`src/rtl/cache_controller.sv`:
```
// cache_controller: serializes CPU accesses across a 4-way cache and main memory, write-through with hit/miss statistics
module cache_controller #(
  parameter int TIMEOUT = 255,
  parameter int CNT_W = 16
) (
  input  logic             clk,
  input  logic             reset,
  input  logic             cpu_valid,
  output logic             cpu_ready,
  input  logic             cpu_we,
  input  logic [31:0]      cpu_addr,
  input  logic [31:0]      cpu_wdata,
  output logic [31:0]      cpu_rdata,
  output logic             cpu_resp,
  output logic             cpu_err,
  output logic             cache_read,
  output logic             cache_write,
  output logic [31:0]      cache_addr,
  output logic [31:0]      cache_wdata,
  input  logic             cache_hit,
  input  logic [31:0]      cache_rdata,
  output logic             mem_req,
  output logic             mem_we,
  output logic [31:0]      mem_addr,
  output logic [31:0]      mem_wdata,
  input  logic             mem_ack,
  input  logic [31:0]      mem_rdata,
  output logic [CNT_W-1:0] hit_count,
  output logic [CNT_W-1:0] miss_count
);
  localparam int TW = $clog2(TIMEOUT + 1);
  typedef enum logic [2:0] {IDLE, LOOKUP, MEM_RD, FILL, MEM_WR, CACHE_WR, RESP} state_t;
  state_t state_q, state_d;
  logic [TW-1:0] tmo_q, tmo_d;
  logic [31:0] addr_q, addr_d, wdata_q, wdata_d, cwdata_q, cwdata_d, rdata_q, rdata_d;
  logic err_q, err_d;
  logic [CNT_W-1:0] hit_q, hit_d, miss_q, miss_d;
  logic in_mem, tmo_last;
  assign in_mem = state_q == MEM_RD || state_q == MEM_WR;
  assign tmo_last = tmo_q == TW'(TIMEOUT - 1);
  assign cpu_ready = state_q == IDLE;
  assign cache_read = state_q == LOOKUP;
  assign cache_write = state_q == FILL || state_q == CACHE_WR;
  assign cpu_resp = state_q == RESP;
  assign mem_req = in_mem;
  assign mem_we = state_q == MEM_WR;
  assign cpu_rdata = rdata_q;
  assign cpu_err = err_q;
  assign cache_addr = addr_q;
  assign mem_addr = addr_q;
  assign mem_wdata = wdata_q;
  assign cache_wdata = cwdata_q;
  assign hit_count = hit_q;
  assign miss_count = miss_q;
  // Sequencing decisions; the wait counter restarts whenever a memory state is entered
  always_comb begin
    state_d = state_q;
    addr_d = addr_q;
    wdata_d = wdata_q;
    cwdata_d = cwdata_q;
    rdata_d = rdata_q;
    err_d = err_q;
    hit_d = hit_q;
    miss_d = miss_q;
    tmo_d = in_mem ? tmo_q + TW'(1) : '0;
    case (state_q)
      IDLE: if (cpu_valid) begin
        addr_d = cpu_addr;
        wdata_d = cpu_wdata;
        cwdata_d = cpu_we ? cpu_wdata : cwdata_q;
        err_d = 1'b0;
        state_d = cpu_we ? MEM_WR : LOOKUP;
      end
      LOOKUP: if (cache_hit) begin
        rdata_d = cache_rdata;
        hit_d = &hit_q ? hit_q : hit_q + CNT_W'(1);
        state_d = RESP;
      end else begin
        miss_d = &miss_q ? miss_q : miss_q + CNT_W'(1);
        state_d = MEM_RD;
      end
      MEM_RD: if (mem_ack) begin
        rdata_d = mem_rdata;
        cwdata_d = mem_rdata;
        state_d = FILL;
      end else if (tmo_last) begin
        rdata_d = '0;
        err_d = 1'b1;
        state_d = RESP;
      end
      MEM_WR: if (mem_ack) state_d = CACHE_WR;
      else if (tmo_last) begin
        rdata_d = '0;
        err_d = 1'b1;
        state_d = RESP;
      end
      FILL: state_d = RESP;
      CACHE_WR: state_d = RESP;
      RESP: state_d = IDLE;
      default: state_d = IDLE;
    endcase
  end
  // State and datapath registers; reset abandons any access in flight
  always_ff @(posedge clk or negedge reset) begin
    if (!reset) begin
      state_q <= IDLE;
      tmo_q <= '0;
      addr_q <= '0;
      wdata_q <= '0;
      cwdata_q <= '0;
      rdata_q <= '0;
      err_q <= 1'b0;
      hit_q <= '0;
      miss_q <= '0;
    end else begin
      state_q <= state_d;
      tmo_q <= tmo_d;
      addr_q <= addr_d;
      wdata_q <= wdata_d;
      cwdata_q <= cwdata_d;
      rdata_q <= rdata_d;
      err_q <= err_d;
      hit_q <= hit_d;
      miss_q <= miss_d;
    end
  end
endmodule

```
`config.mk`:
```
export PLATFORM = sky130hd
export DESIGN_NAME = cache_controller
export DESIGN_NICKNAME = d
export VERILOG_FILES = /design/src/rtl/cache_controller.sv
export SDC_FILE = /design/constraint.sdc
export NUM_CORES = 1
export LEC_CHECK = 0
export BUFFER_PORTS_ARGS = -buffer_cell sky130_fd_sc_hd__buf_2
export CAP_MARGIN = 20
export CORE_MARGIN = 2
export CORE_UTILIZATION = 53
export CTS_CLUSTER_DIAMETER = 150
export DETAILED_ROUTE_END_ITERATION = 16
export MAX_ROUTING_LAYER = met4
export PLACE_DENSITY = 0.86
export SLEW_MARGIN = 15
export SYNTH_ARGS = -nofsm -noshare
export SYNTH_HDL_FRONTEND = slang
export SYNTH_SLANG_ARGS = --single-unit
```
`constraint.sdc`:
```
create_clock -name clk -period 4.79 [get_ports clk]
set_input_delay 0 -clock clk [delete_from_list [all_inputs] [get_ports clk]]
set_output_delay 0 -clock clk [all_outputs]
set_load 0.01 [all_outputs]
```
==> results summary <==
The flow ran to the end, and the final reports show no timing, DRC or antenna violations. Registers take 4300 sq um. The final count of hold timing violations came out at 0. The share of final-layout standard cells stronger than drive strength 1 came out at 38.1%. The placeable core region is 15,300 sq um. The relative contribution of sequential cells to total power came out at 33.6%. The all-layer global routing usage came out at 36.5%. The tree is rooted in a clkbuf_16. The total of buffers placed on input and output ports is 332.

TritonCTS built the clock tree. The fraction of synthesis flops using an asynchronous set or reset pin came out at 100%. The area of the die came out at 16,800 sq um. The switching share of power is 41.7%.

The sequential fraction of the synthesis area came out at 51.3%. The tool flagged a number of max-cap violations equal to 0. In this run the cell area of the synthesized design comes to 8390 sq um.

The largest net degree at the start of global routing is 88. The reported leakage power is 5.82 nW. The required time of the critical path came out at 5.15 ns.

The path type of the worst setup path is register to register. The clock tree skew after final layout is 0.0112 ns. The post-route antenna net violation count is 0. The net load switching power is 3.14 mW.

The number of global-route vias before repair came out at 8,342. Across the VDD grid, the largest voltage drop is 0.000453 V. TritonCTS created 17 clock buffers. After synthesis the netlist holds a flip-flop and latch count of 172. The combinational fraction of design power is 47.6%. The number of iterations in the first detailed-routing pass came out at 5.

The wire length of the first global-routing pass is 45,000 um. Yosys printed 0 warnings. The die is 130 um tall. Before CTS, the worst setup slack after placement is 2.06 ns. The final critical path takes up 78.6% of the cycle. The share of power burned in the clock network came out at 18.8%. Of all nets on the critical path, the largest fanout is 27. In this run, distinct cell masters in the synthesized netlist total 51. After the first detailed-routing iteration, the DRC count stood at 837. The initial core utilization came out at 54.8%.

Counting the fill cells in the layout gives 981. The data arrival time of the worst path came out at 4.13 ns. The sink count of the clock tree is 172. The final setup violation count came out at 0. The cell count after synthesis came out at 770. The congestion estimate from routability-driven global placement came to 0.909.

The via count came out at 8,188. The max-slew violation count came out at 0. Setup repair after global routing left no endpoint under its margin. The area overhead of the layout relative to synthesis came out at 41.9%. The global-route congestion overflow total came out at 0.

The number of resized instances in the post-cts repair step came out at 0. The max-slew headroom at the worst pin came out at 37.6%. In the final timing run, aggregate negative setup slack is 0 ns. In this run the worst hold path is classified as input port to register. The average wire per standard cell came out at 20.5 um. In the routed design, unresolved DRC markers number 0. The number of buffers added for setup after CTS came out at 0. The cell-internal power came out at 4.39 mW. In the final design database the tool counted 1,322 nets.

For this run, the leading register cell type out of synthesis is dfrtp_1. In the layout the commonest cells are buf_2, dfrtp_1, dlygate4sd3_1, nand2_1, mux2_2. The actual slew at the worst max-slew pin came out at 0.937 ns. The reg2reg setup slack is 1.02 ns. After floorplanning, the core was divided into 45 placement rows. The worst path meets setup with 1.02 ns of slack.

The synthesized net count is 908. The maximum clock rate came out at 0.266 GHz. The worst setup path is captured at a register.

The floorplan step set the die width to 130 um. The post-layout instance area came out at 11,900 sq um. Once placement finished, the instance area stood at 9960 sq um. The mean instance size in the synthesized netlist came out at 10.9 sq um. The post-DP HPWL came out at 17,000 um. The clock transition at the register clock pins on the worst setup and hold paths after CTS is 0.07 ns. The library cell used most frequently in the layout, excluding fill and tap cells, is buf_2. The clock tree synthesis step divided the H-tree into 4 levels. The clock period minus worst slack came out at 3.77 ns. The number of enable flip-flop cells after synthesis is 0.

Summing all multi-input logic gate instances after layout gives 3640 sq um. The wire length reported by the detailed router is 28,900 um. The number of buffers on the longest clock path is 2. The number of placed I/O pins came out at 333. The clock insertion delay at the later pin of the skew report is 0.43 ns. STA classifies the critical path startpoint as a register.

Dividing the detail-routed via count by the number of cells gives 5.81. The initial antenna violation count came out at 2. The power density over the cells is 633 nW/um^2.
[synth_stat cells (17+ instances only)]
cell type / count / share of area (%)
dfrtp_1: 172 / 51
nand2_1: 74 / 3.3
mux2_2: 67 / 9.0
o21ai_0: 58 / 3.5
buf_4: 43 / 3.8
a21oi_1: 37 / 2.2
o211ai_1: 36 / 3.2
a21o_1: 31 / 2.8
and2_1: 20 / 1.5
clkbuf_1: 20 / 0.89
xor2_1: 18 / 1.9
a22oi_1: 17 / 1.5
nor2b_1: 17 / 1.3
[repair_timing]
action / CTS / global route
setup endpoints to repair: 0 / 0
hold endpoints to repair: 215 / 0
hold buffers: 133 / 0
[cell families after synthesis]
| family | Yosys count | synth area share [%] |
|---|---|---|
| buffers and inverters | 84 | 5.92 |
| flip-flops | 172 | 51.3 |
| XOR/XNOR | 31 | 3.24 |
| AND/OR/NAND/NOR | 197 | 12.8 |
| multiplexers | 83 | 10.9 |
| adder cells (fa/ha/maj) | 4 | 0.597 |
| AO/OA/AOI/OAI | 199 | 15.2 |
[through the flow]
stage	utilization (%)	instances	hold slack (ns)	power, mW
finish	77.7	1410	0.0212	7.53
floorplan	-	770	-0.296	4.69
CTS	77.6	1408	0.00326	7.33
global placement	65.0	1243	0.113	5.63
global route	77.7	1410	0.0602	7.99
detailed placement	65.0	1243	0.115	5.77
[sequential cells by signal, indices dropped and copies added (netlist names)]
name         flops
cpu_rdata       32
tmo_q            8
cpu_err          1
mem_wdata       32
state_q          3
cache_wdata     32
miss_count      16
cache_addr      32
hit_count       16
[worst max-delay path, stage by stage, from the launching register on]
cell and delay, ns:
dfrtp_1 0.69, xnor2_2 0.80, or2_2 0.65, a22oi_1 0.19
dlygate4sd3_1 0.59, o211ai_1 0.17, dlygate4sd3_1 0.59
[final timing paths]
check / to / start / depth (start not counted)
min in group asynchronous: mem_wdata[12]$_DFFE_PN0P_ / reset / 2
max: cpu_rdata[12]$_DFFE_PN0P_ / state_q[2]$_DFFE_PN0P_ / 6
max reg2reg: cpu_rdata[12]$_DFFE_PN0P_ / state_q[2]$_DFFE_PN0P_ / 6
max in group asynchronous: hit_count[3]$_DFFE_PN0P_ / reset / 3
min: cache_wdata[4]$_DFFE_PN0P_ / mem_rdata[4] / 4
min reg2reg: cpu_rdata[6]$_DFFE_PN0P_ / cpu_rdata[6]$_DFFE_PN0P_ / 1
[routing by layer]
metal	vias up	global-route usage (%)	wire length [um]
li1	3549	-	-
met1	3896	41.3	10300
met2	573	56.2	14200
met3	170	12.3	2570
met4	0	22.2	1820
met5	-	-	0
[power by group through the flow]
stage | clock network [mW] | registers, mW | logic (mW)
final | 1.42 | 2.53 | 3.58
after global routing | 1.51 | 2.58 | 3.90
after CTS | 1.44 | 2.47 | 3.42
after detailed placement | 0 | 2.50 | 3.28
after global placement | 0 | 2.45 | 3.18
after floorplan | 0 | 2.69 | 2.00
[final cells by class]
cell class | instances | share of cell area, %
antenna | 2 | 0.0421
clock buffer | 17 | 3.58
inverter | 4 | 0.126
multi-input combinational | 514 | 30.6
tap | 211 | 2.22
sequential | 172 | 36.2
timing repair buffer | 475 | 25.8
clock inverter | 15 | 1.46
Note: power is estimated with default switching activity, not from simulation.
